==> src/rtl/can_frame_receiver.sv <==
// Standard-format CAN frame receiver: bus-idle sync, SOF detect, destuffing, field extraction, ACK drive.
// Optional CRC-15 check is compiled in when CAN_RX_CRC_CHECK_EN is defined.
module can_frame_receiver #(
  parameter int IDLE_BITS = 11,
  parameter int MAX_BYTES = 8
) (
  input  logic        can_clk,
  input  logic        reset,
  input  logic        can_hi_in,
  input  logic        can_lo_in,
  output logic        ack_drive,
  output logic        busy,
  output logic        frame_valid,
  output logic [10:0] rx_id,
  output logic [1:0]  rx_ctrl,
  output logic [3:0]  rx_dlc,
  output logic [63:0] rx_data,
  output logic [14:0] rx_crc,
  output logic        rx_error,
  output logic [1:0]  err_code
);
  typedef enum logic [3:0] {
    SYNC, IDLE, ID, CTRL, DLC, DATA, CRC, CRC_DEL, ACK, ACK_DEL, EOF
  } state_t;

  localparam int             IW        = $clog2(IDLE_BITS + 1);
  localparam logic [IW-1:0]  IDLE_LAST = IW'(IDLE_BITS - 1);
  localparam logic [3:0]     MAX_B     = 4'(MAX_BYTES);

  state_t        state_reg, state_next;
  logic [IW-1:0] idle_cnt_reg, idle_cnt_next;
  logic [6:0]    bit_cnt_reg, bit_cnt_next;
  logic [2:0]    run_len_reg, run_len_next;
  logic          run_val_reg, run_val_next;
  logic [10:0]   id_sh_reg, id_sh_next;
  logic [1:0]    ctrl_sh_reg, ctrl_sh_next;
  logic [3:0]    dlc_sh_reg, dlc_sh_next;
  logic [63:0]   data_sh_reg, data_sh_next;
  logic [14:0]   crc_sh_reg, crc_sh_next;
  logic          ack_reg, ack_next;
  logic          fv_reg, fv_next;
  logic          err_reg, err_next;
  logic [1:0]    code_reg, code_next;
  logic [10:0]   rx_id_reg, rx_id_next;
  logic [1:0]    rx_ctrl_reg, rx_ctrl_next;
  logic [3:0]    rx_dlc_reg, rx_dlc_next;
  logic [63:0]   rx_data_reg, rx_data_next;
  logic [14:0]   rx_crc_reg, rx_crc_next;

  logic          in_frame, destuff, take_bit, field_last;
  logic          bus_err, stuff_err, form_err, crc_err;
  logic [6:0]    field_len;
  logic [5:0]    data_idx;

`ifdef CAN_RX_CRC_CHECK_EN
  logic [14:0]   crc_calc_reg, crc_calc_next;

  function automatic logic [14:0] crc_step(input logic [14:0] c, input logic b);
    logic fb;
    fb = b ^ c[14];
    crc_step = {c[13:0], 1'b0} ^ (fb ? 15'h4599 : 15'h0000);
  endfunction
`endif

  // Data field length in bits; DLC values above MAX_BYTES are clamped.
  function automatic logic [6:0] field_bits(input logic [3:0] dlc);
    logic [3:0] n;
    n = (dlc > MAX_B) ? MAX_B : dlc;
    field_bits = {n, 3'b000};
  endfunction

  always_ff @(posedge can_clk) begin
    if (reset) begin
      state_reg    <= SYNC;
      idle_cnt_reg <= '0;
      bit_cnt_reg  <= '0;
      run_len_reg  <= '0;
      run_val_reg  <= 1'b0;
      id_sh_reg    <= '0;
      ctrl_sh_reg  <= '0;
      dlc_sh_reg   <= '0;
      data_sh_reg  <= '0;
      crc_sh_reg   <= '0;
      ack_reg      <= 1'b0;
      fv_reg       <= 1'b0;
      err_reg      <= 1'b0;
      code_reg     <= '0;
      rx_id_reg    <= '0;
      rx_ctrl_reg  <= '0;
      rx_dlc_reg   <= '0;
      rx_data_reg  <= '0;
      rx_crc_reg   <= '0;
`ifdef CAN_RX_CRC_CHECK_EN
      crc_calc_reg <= '0;
`endif
    end else begin
      state_reg    <= state_next;
      idle_cnt_reg <= idle_cnt_next;
      bit_cnt_reg  <= bit_cnt_next;
      run_len_reg  <= run_len_next;
      run_val_reg  <= run_val_next;
      id_sh_reg    <= id_sh_next;
      ctrl_sh_reg  <= ctrl_sh_next;
      dlc_sh_reg   <= dlc_sh_next;
      data_sh_reg  <= data_sh_next;
      crc_sh_reg   <= crc_sh_next;
      ack_reg      <= ack_next;
      fv_reg       <= fv_next;
      err_reg      <= err_next;
      code_reg     <= code_next;
      rx_id_reg    <= rx_id_next;
      rx_ctrl_reg  <= rx_ctrl_next;
      rx_dlc_reg   <= rx_dlc_next;
      rx_data_reg  <= rx_data_next;
      rx_crc_reg   <= rx_crc_next;
`ifdef CAN_RX_CRC_CHECK_EN
      crc_calc_reg <= crc_calc_next;
`endif
    end
  end

  always_comb begin
    state_next    = state_reg;
    idle_cnt_next = idle_cnt_reg;
    bit_cnt_next  = bit_cnt_reg;
    run_len_next  = run_len_reg;
    run_val_next  = run_val_reg;
    id_sh_next    = id_sh_reg;
    ctrl_sh_next  = ctrl_sh_reg;
    dlc_sh_next   = dlc_sh_reg;
    data_sh_next  = data_sh_reg;
    crc_sh_next   = crc_sh_reg;
    ack_next      = 1'b0;
    fv_next       = 1'b0;
    err_next      = 1'b0;
    code_next     = code_reg;
    rx_id_next    = rx_id_reg;
    rx_ctrl_next  = rx_ctrl_reg;
    rx_dlc_next   = rx_dlc_reg;
    rx_data_next  = rx_data_reg;
    rx_crc_next   = rx_crc_reg;
`ifdef CAN_RX_CRC_CHECK_EN
    crc_calc_next = crc_calc_reg;
`endif
    bus_err   = 1'b0;
    stuff_err = 1'b0;
    form_err  = 1'b0;
    crc_err   = 1'b0;
    take_bit  = 1'b0;
    in_frame  = !(state_reg == SYNC || state_reg == IDLE);
    // A run of five ending on the last CRC bit still owes a stuff bit before the delimiter.
    destuff   = (state_reg inside {ID, CTRL, DLC, DATA, CRC}) ||
                (state_reg == CRC_DEL && run_len_reg == 3'd5);
    data_idx  = 6'(7'd63 - bit_cnt_reg);

    case (state_reg)
      ID:      field_len = 7'd11;
      CTRL:    field_len = 7'd2;
      DLC:     field_len = 7'd4;
      DATA:    field_len = field_bits(dlc_sh_reg);
      CRC:     field_len = 7'd15;
      EOF:     field_len = 7'd7;
      default: field_len = 7'd1;
    endcase
    field_last = (bit_cnt_reg == field_len - 7'd1);

    if (in_frame) begin
      bus_err = (can_hi_in == can_lo_in);
      if (destuff && run_len_reg == 3'd5) begin
        stuff_err    = (can_lo_in == run_val_reg);
        run_len_next = 3'd1;
        run_val_next = can_lo_in;
      end else begin
        take_bit = 1'b1;
        bit_cnt_next = field_last ? 7'd0 : bit_cnt_reg + 7'd1;
        if (destuff) begin
          if (can_lo_in == run_val_reg) begin
            run_len_next = run_len_reg + 3'd1;
          end else begin
            run_len_next = 3'd1;
            run_val_next = can_lo_in;
          end
        end
      end
    end

`ifdef CAN_RX_CRC_CHECK_EN
    if (take_bit && (state_reg inside {ID, CTRL, DLC, DATA}))
      crc_calc_next = crc_step(crc_calc_reg, can_lo_in);
`endif

    case (state_reg)
      SYNC: begin
        if (can_lo_in) begin
          if (idle_cnt_reg == IDLE_LAST) begin
            state_next    = IDLE;
            idle_cnt_next = '0;
          end else begin
            idle_cnt_next = idle_cnt_reg + IW'(1);
          end
        end else begin
          idle_cnt_next = '0;
        end
      end
      IDLE: begin
        if (!can_lo_in) begin
          state_next   = ID;
          bit_cnt_next = '0;
          run_len_next = 3'd1;
          run_val_next = 1'b0;
          id_sh_next   = '0;
          ctrl_sh_next = '0;
          dlc_sh_next  = '0;
          data_sh_next = '0;
          crc_sh_next  = '0;
`ifdef CAN_RX_CRC_CHECK_EN
          crc_calc_next = '0;
`endif
        end
      end
      ID: if (take_bit) begin
        id_sh_next = {id_sh_reg[9:0], can_lo_in};
        if (field_last) state_next = CTRL;
      end
      CTRL: if (take_bit) begin
        ctrl_sh_next = {ctrl_sh_reg[0], can_lo_in};
        if (field_last) state_next = DLC;
      end
      DLC: if (take_bit) begin
        dlc_sh_next = {dlc_sh_reg[2:0], can_lo_in};
        if (field_last)
          state_next = (field_bits({dlc_sh_reg[2:0], can_lo_in}) == 7'd0) ? CRC : DATA;
      end
      DATA: if (take_bit) begin
        data_sh_next[data_idx] = can_lo_in;
        if (field_last) state_next = CRC;
      end
      CRC: if (take_bit) begin
        crc_sh_next = {crc_sh_reg[13:0], can_lo_in};
        if (field_last) state_next = CRC_DEL;
      end
      CRC_DEL: if (take_bit) begin
        if (!can_lo_in) form_err = 1'b1;
`ifdef CAN_RX_CRC_CHECK_EN
        else if (crc_sh_reg != crc_calc_reg) crc_err = 1'b1;
`endif
        state_next = ACK;
        ack_next   = 1'b1;
      end
      ACK: state_next = ACK_DEL;
      ACK_DEL: begin
        if (!can_lo_in) form_err = 1'b1;
        state_next = EOF;
      end
      EOF: begin
        if (!can_lo_in) begin
          form_err = 1'b1;
        end else if (field_last) begin
          state_next   = IDLE;
          fv_next      = 1'b1;
          rx_id_next   = id_sh_reg;
          rx_ctrl_next = ctrl_sh_reg;
          rx_dlc_next  = dlc_sh_reg;
          rx_data_next = data_sh_reg;
          rx_crc_next  = crc_sh_reg;
        end
      end
      default: state_next = SYNC;
    endcase

    if (bus_err || stuff_err || form_err || crc_err) begin
      state_next    = SYNC;
      idle_cnt_next = '0;
      err_next      = 1'b1;
      ack_next      = 1'b0;
      fv_next       = 1'b0;
      rx_id_next    = rx_id_reg;
      rx_ctrl_next  = rx_ctrl_reg;
      rx_dlc_next   = rx_dlc_reg;
      rx_data_next  = rx_data_reg;
      rx_crc_next   = rx_crc_reg;
      if (bus_err)        code_next = 2'd3;
      else if (stuff_err) code_next = 2'd0;
      else if (form_err)  code_next = 2'd2;
      else                code_next = 2'd1;
    end
  end

  assign busy        = !(state_reg == SYNC || state_reg == IDLE);
  assign ack_drive   = ack_reg;
  assign frame_valid = fv_reg;
  assign rx_error    = err_reg;
  assign err_code    = code_reg;
  assign rx_id       = rx_id_reg;
  assign rx_ctrl     = rx_ctrl_reg;
  assign rx_dlc      = rx_dlc_reg;
  assign rx_data     = rx_data_reg;
  assign rx_crc      = rx_crc_reg;
endmodule

==> config.mk <==
export PLATFORM = sky130hd
export DESIGN_NAME = can_frame_receiver
export DESIGN_NICKNAME = d
export VERILOG_FILES = /design/src/rtl/can_frame_receiver.sv
export SDC_FILE = /design/constraint.sdc
export NUM_CORES = 1
export LEC_CHECK = 0
export ABC_AREA = 1
export BUFFER_PORTS_ARGS = -buffer_cell sky130_fd_sc_hd__buf_2
export CAP_MARGIN = 20
export CORE_MARGIN = 3
export CORE_UTILIZATION = 59
export CTS_CLUSTER_SIZE = 8
export DETAILED_ROUTE_END_ITERATION = 6
export PLACE_DENSITY = 0.8
export RECOVER_POWER = 50
export SLEW_MARGIN = 40
export SYNTH_ARGS = -nofsm -noshare
export SYNTH_HDL_FRONTEND = slang
export SYNTH_SLANG_ARGS = --single-unit
==> constraint.sdc <==
create_clock -name can_clk -period 4.15 [get_ports can_clk]
set_input_delay 0.2075 -clock can_clk [delete_from_list [all_inputs] [get_ports can_clk]]
set_output_delay 0.2075 -clock can_clk [all_outputs]
set_load 0.01 [all_outputs]
==> impl_metrics.env, run 1 <==
export IMPL_status="completed"
export IMPL_hold_viol=0
export IMPL_antennaDiodeCount=0
export IMPL_design_area_mm2=0.01158
export IMPL_worst_pin_slew_ns=1.069
export IMPL_fp_row_count=47
export IMPL_path_clk_slew_ns=0.05
export IMPL_synth_nets=1590
export IMPL_synthCells=1580
export IMPL_crit_arrival_ns=3.88
export IMPL_synth_avg_cell_area_um2=6.575
export IMPL_layout_commonest_cell="nand2_1"
export IMPL_initial_utilization_pct=61.55
export IMPL_cp_end_kind="flop"
export IMPL_grt_max_degree=101
export IMPL_synth_seq_cells=216
export IMPL_port_buffers=105
export IMPL_n_fill_cell=1513
export IMPL_num_io_pins=106
export IMPL_synthFlopType="dfxtp_1"
export IMPL_yosys_warnings=0
export IMPL_slew_viol_final=0
export IMPL_root_buffer="clkbuf_16"
export IMPL_rsz0062_at_grt="false"
export IMPL_power_density_mw_per_mm2=553.8
export IMPL_synth_top_area_cell="dfxtp_1"
export IMPL_dieArea_mm2=0.01924
export IMPL_synth_top_cell_area_share_pct=41.62
export IMPL_min_period_ns=3.445
export IMPL_relSlewSlack_pct=28.75
export IMPL_routabilityCongestion=0.8821
export IMPL_antenna_found_initial=0
export IMPL_synth_area_top_cells="dfxtp_1 (42%), nand2_1 (15%), inv_1 (8.9%)"
export IMPL_htreeDepth=1
export IMPL_fmax_mhz=290.3
export IMPL_cap_violations=0
export IMPL_finalWirelength_um=24030
export IMPL_nets=1656
export IMPL_drc=0
export IMPL_fin_worst_skew_ns=0.01450
export IMPL_cts_tree="built"
export IMPL_clkSinkCount=216
export IMPL_crit_type="flop to flop"
export IMPL_cts_buffers=30
export IMPL_crit_path_start_kind="flop"
export IMPL_post_cts_buffers=0
export IMPL_cts_repair_resized=0
export IMPL_syn_to_final_growth_pct=11.49
export IMPL_dpl_hpwl_um=14990
export IMPL_grt_pass1_vias=8906
export IMPL_cp_max_fo=38
export IMPL_mostFrequentLayoutCells="nand2_1 (404), inv_1 (246), dfxtp_1 (216), nor2_1 (206), a21oi_1 (114)"
export IMPL_dr_first_iter_drc_count=748
export IMPL_drive_above_1_share_pct=4.742
export IMPL_dp_slack_ns=0.7161
export IMPL_overflow=0
export IMPL_grt_pass1_wl_um=41410
export IMPL_hp_class="input port to flop"
export IMPL_post_route_util_pct=68.63
export IMPL_synth_area_mm2=0.01039
export IMPL_drt_wirelength_per_cell_um=12.89
export IMPL_ys_seq_area_share_pct=41.62
export IMPL_power_mw=6.415
export IMPL_power_leakage_nw=4.797
export IMPL_ir_drop_v=0.0007797
export IMPL_clockBufferDepth=3
export IMPL_finalSetupTns_ns=0
export IMPL_async_flop_share_pct=0
export IMPL_ys_types=39
export IMPL_cts_hold_buffers=0
export IMPL_finalCritPeriodShare_pct=83.01
export IMPL_required_ns=4.59
export IMPL_synth_edf_count=0
export IMPL_vias_per_cell=5.088
export IMPL_place_area_mm2=0.01098
export IMPL_die_h_um=138.7
export IMPL_setup_violations=0
export IMPL_clk_latency_ns=0.55
export IMPL_fin_ws_ns=0.7051
export IMPL_firstDrtPassIters=6
export IMPL_final_antenna_net_count=0
export IMPL_core_area_mm2=0.01688
export IMPL_via_count=9489
export IMPL_die_w_um=138.7
export IMPL_grtUsageTotal_pct=24.55
-- cells in the mapped netlist (2+ instances only) --
library cell	n
nand2_1	402
inv_1	247
dfxtp_1	216
nor2_1	205
a21oi_1	113
o21ai_0	74
nand3_1	71
nand3b_1	68
clkbuf_1	57
a211oi_1	29
inv_2	23
buf_2	21
xor2_1	8
ha_1	6
nand4_1	5
buf_1	3
nand2_2	3
nor2_2	3
a22oi_1	2
buf_4	2
clkinv_1	2
nor3_1	2
o211ai_1	2
-- worst paths after layout --
kind	from	endpoint	slack (ns)	depth (start not counted)
hold reg to reg	data_sh_reg[15]$_SDFFE_PP0P_	data_sh_reg[15]$_SDFFE_PP0P_	0.45	2
setup / recovery	state_reg[2]$_SDFFE_PP0P_	rx_data[52]$_SDFFE_PP0P_	0.71	20
hold / removal	can_lo_in	ctrl_sh_reg[0]$_SDFFE_PP0P_	0.03	3
setup reg to reg	state_reg[2]$_SDFFE_PP0P_	rx_data[52]$_SDFFE_PP0P_	0.71	20
-- kinds of logic after synthesis --
kind of cell,count (synthesis),synth area share [%]
compound gates,225,11.74
xor+xnor,9,0.7588
fa+ha+maj,6,0.7226
flops,216,41.62
simple gates,769,32.00
buf+inv,355,13.15
-- layer usage --
| metal | vias to the layer above | track usage [%] | wire (um) |
|---|---|---|---|
| li1 | 4978 | - | - |
| met1 | 4186 | 33.52 | 11060 |
| met2 | 294 | 40.78 | 10900 |
| met3 | 31 | 3.828 | 1674 |
| met4 | 0 | 6.746 | 402 |
| met5 | - | 0 | 0 |
-- power breakdown --
part | total [mW] | switching (mW) | internal, mW | leakage [nW]
clock | 2.07 | 0.820 | 1.25 | 0.377
combinational | 2.03 | 1.53 | 0.502 | 2.68
sequential | 2.31 | 0.101 | 2.21 | 1.74
total | 6.41 | 2.45 | 3.96 | 4.80
-- area by class of cell --
cell class,count,area [um2],share of cell area [%]
sequential,216,4324,37.33
timing repair buffer,117,518.0,4.472
clock buffer,30,750.7,6.482
tap,220,275.3,2.377
multi-input combinational,1009,4676,40.37
clock inverter,1,16.27,0.1404
inverter,272,1022,8.826
-- through the flow --
stage | std cells | hold WS (ns)
floorplan | 1580 | 0.4339
finish | 1865 | 0.03325
detailed placement | 1834 | 0.4469
global route | 1865 | 0.05005
global placement | 1834 | 0.4416
CTS | 1865 | 0.02212
-- critical path, cell delays in order (launching register included) --
cell     delay, ns
dfxtp_1       0.50
nor2_1        0.09
inv_1         0.16
nor2_1        0.07
buf_4         0.19
nor4_1        0.29
ha_1          0.27
nand3_2       0.12
nor2_4        0.17
nand2_1       0.10
nand2_1       0.09
nand2_1       0.05
nor2_1        0.08
nor2_1        0.04
nand2_1       0.10
inv_2         0.06
nand2_2       0.45
buf_12        0.28
nand2_1       0.09
inv_1         0.07
nor2_1        0.04
No activity file was read; power rests on OpenSTA's default activity.
==> inputs of run 2 (changes only) <==
--- a/config.mk
+++ b/config.mk
@@ -5,7 +5,7 @@
 export SDC_FILE = /design/constraint.sdc
 export NUM_CORES = 1
 export LEC_CHECK = 0
-export ABC_AREA = 1
+export ABC_AREA = 0
 export BUFFER_PORTS_ARGS = -buffer_cell sky130_fd_sc_hd__buf_2
 export CAP_MARGIN = 20
 export CORE_MARGIN = 3
==> constraint.sdc (replaced) <==
create_clock -name can_clk -period 3.5 [get_ports can_clk]
set_input_delay 0.175 -clock can_clk [delete_from_list [all_inputs] [get_ports can_clk]]
set_output_delay 0.175 -clock can_clk [all_outputs]
set_load 0.01 [all_outputs]
==> impl_metrics.env, run 2 <==
export IMPL_cp_max_fo=14
export IMPL_synth_nets=1213
export IMPL_hp_class="input port to flop"
export IMPL_dieArea_mm2=0.01866
export IMPL_grtUsageTotal_pct=24.09
export IMPL_fp_row_count=47
export IMPL_mostFrequentLayoutCells="dfxtp_1 (216), nand2b_1 (198), a21oi_1 (181), nand2_1 (120), clkbuf_1 (106)"
export IMPL_ys_types=54
export IMPL_hold_viol=0
export IMPL_crit_type="flop to flop"
export IMPL_design_area_mm2=0.01143
export IMPL_initial_utilization_pct=60.45
export IMPL_syn_to_final_growth_pct=13.64
export IMPL_power_leakage_nw=4.444
export IMPL_slew_viol_final=0
export IMPL_switching_share_pct=24.55
export IMPL_min_period_ns=3.287
export IMPL_grt_max_degree=116
export IMPL_nets=1277
export IMPL_crit_path_start_kind="flop"
export IMPL_port_buffers=105
export IMPL_core_area_mm2=0.01664
export IMPL_dr_first_iter_drc_count=804
export IMPL_antennaDiodeCount=0
export IMPL_overflow=0
export IMPL_ir_drop_v=0.0003550
export IMPL_synth_area_top_cells="dfxtp_1 (43%), nand2b_1 (12%), mux2i_1 (9.6%)"
export IMPL_clockBufferDepth=3
export IMPL_setup_violations=0
export IMPL_p_sw_mw=1.368
export IMPL_n_fill_cell=1350
export IMPL_layout_commonest_cell="dfxtp_1"
export IMPL_drive_above_1_share_pct=6.477
export IMPL_num_io_pins=106
export IMPL_cts_tree="built"
export IMPL_finalWirelength_um=23290
export IMPL_synthCells=1203
export IMPL_firstDrtPassIters=5
export IMPL_place_area_mm2=0.01080
export IMPL_finalSetupTns_ns=0
export IMPL_cts_buffers=30
export IMPL_post_cts_buffers=0
export IMPL_die_h_um=136.6
export IMPL_dpl_hpwl_um=14660
export IMPL_synthFlopType="dfxtp_1"
export IMPL_status="completed"
export IMPL_htreeDepth=1
export IMPL_synth_top_cell_area_share_pct=42.98
export IMPL_clk_latency_ns=0.53
export IMPL_cap_violations=0
export IMPL_synth_top_area_cell="dfxtp_1"
export IMPL_synth_seq_cells=216
export IMPL_via_count=8591
export IMPL_finalCritPeriodShare_pct=93.92
export IMPL_multiInputGateArea_mm2=0.005298
export IMPL_grt_util_met3_pct=3.676
export IMPL_die_w_um=136.6
export IMPL_synth_edf_count=0
export IMPL_path_clk_slew_ns=0.05
export IMPL_fin_worst_skew_ns=0.009426
export IMPL_crit_arrival_ns=3.69
export IMPL_root_buffer="clkbuf_16"
export IMPL_sequentialPowerShare_pct=45.1
export IMPL_vias_per_cell=5.781
export IMPL_synth_avg_cell_area_um2=8.363
export IMPL_regArea_mm2=0.004324
export IMPL_use_met2_pct=39.40
export IMPL_clkSinkCount=216
export IMPL_rsz0062_at_grt="false"
export IMPL_fmax_mhz=304.2
export IMPL_ys_top_cells_by_count="dfxtp_1 (216), nand2b_1 (198), a21oi_1 (182)"
export IMPL_routabilityCongestion=0.9076
export IMPL_yosys_warnings=0
export IMPL_worst_pin_slew_ns=1.141
export IMPL_power_density_mw_per_mm2=487.5
export IMPL_synth_most_common_cell="dfxtp_1"
export IMPL_combPwrFrac_pct=10.5
export IMPL_relSlewSlack_pct=23.90
export IMPL_p_int_mw=4.206
export IMPL_required_ns=3.90
export IMPL_async_flop_share_pct=0
export IMPL_grt_most_used_layer="met2"
export IMPL_antenna_found_initial=0
export IMPL_ys_seq_area_share_pct=42.98
export IMPL_clkPwrFrac_pct=44.5
export IMPL_synth_area_mm2=0.01006
export IMPL_grtUsageMet1_pct=32.50
export IMPL_grt_pass1_vias=7813
export IMPL_final_antenna_net_count=0
export IMPL_drc=0
export IMPL_power_mw=5.574
export IMPL_cp_end_kind="flop"
export IMPL_grt_pass1_wl_um=37780
export IMPL_drt_wirelength_per_cell_um=15.67
## run 2: cell count changes after synthesis, sizes merged, moves of 64 or more
cell / previous run / this run
mux2i: 0 / 96
inv: 270 / 7
nand2: 406 / 120
nand2b: 0 / 198
nor2: 209 / 24
a21oi: 114 / 182
nand3b: 68 / 4
## run 2: what timing repair did
item                                   4_1_cts  5_1_grt
hold buffers                                 0        0
setup endpoints to repair                    0       53
gates resized for setup                      0        1
endpoints found under the hold margin        0        0
## run 2: kinds of logic (layout without fill, tap and decap cells)
| kind of cell | count (synthesis) | after routing | synth area share (%) |
|---|---|---|---|
| adder cells (fa/ha/maj) | 6 | 6 | 0.7462 |
| XOR/XNOR | 9 | 9 | 0.7834 |
| buffers and inverters | 118 | 181 | 4.925 |
| flip-flops | 216 | 216 | 42.98 |
| multiplexers | 96 | 96 | 9.551 |
| AO/OA/AOI/OAI | 295 | 295 | 15.71 |
| AND/OR/NAND/NOR | 463 | 463 | 25.31 |
## run 2: final timing paths
path / startpoint / slack, ns / depth (start not counted) / end
hold / removal: can_hi_in / 0.03 / 4 / err_code[1]$_SDFFE_PP0P_
setup / recovery: state_reg[2]$_SDFFE_PP0P_ / 0.21 / 9 / rx_data[53]$_SDFFE_PP0P_
hold reg to reg: crc_sh_reg[14]$_SDFFE_PP0P_ / 0.46 / 2 / crc_sh_reg[14]$_SDFFE_PP0P_
setup reg to reg: state_reg[2]$_SDFFE_PP0P_ / 0.21 / 9 / rx_data[53]$_SDFFE_PP0P_
## run 2: final cells by class
cell class                      instances  share of cell area [%]
Clock buffer                           31                   6.785
Inverter                                7                  0.2298
Multi-Input combinational cell        869                   46.33
Sequential cell                       216                   37.82
Tap cell                              220                   2.408
Timing Repair Buffer                  143                   6.424
## run 2: power groups by stage
stage	Combinational (mW)	Clock [mW]	Sequential (mW)
after detailed placement	0.578	0	2.56
after global placement	0.573	0	2.56
final	0.584	2.48	2.51
after CTS	0.583	2.51	2.51
after global routing	0.647	2.62	2.51
after floorplan	0.416	0	2.55
## run 2: worst max-delay path: stages, from the launching register on
cell,delay (ns)
dfxtp_1,0.41
clkbuf_1,0.50
and4bb_4,0.38
nand2_1,0.14
o211ai_1,0.15
o221ai_1,0.16
or4_1,0.52
or3_4,0.50
buf_4,0.27
mux2i_1,0.14
## run 2: through the flow
| step | setup WS, ns | cells | utilization [%] | hold slack [ns] |
|---|---|---|---|---|
| 6_report | 0.2128 | 1486 | 68.70 | 0.02841 |
| 5_1_grt | 0.006687 | 1486 | 68.70 | 0.05926 |
| 4_1_cts | 0.1470 | 1486 | 69.58 | 0.01603 |
| 3_5_place_dp | 0.1655 | 1455 | 64.92 | 0.4571 |
| 3_3_place_gp | 0.2815 | 1455 | 64.79 | 0.4406 |
| 2_1_floorplan | 0.02929 | 1203 | - | 0.3885 |
## run 2: per-layer routing
layer	part of all wire [%]	up-vias
met1	44	4017
met4	2.5	0
met3	6.8	50
met5	0	-
li1	-	4240
met2	47	284
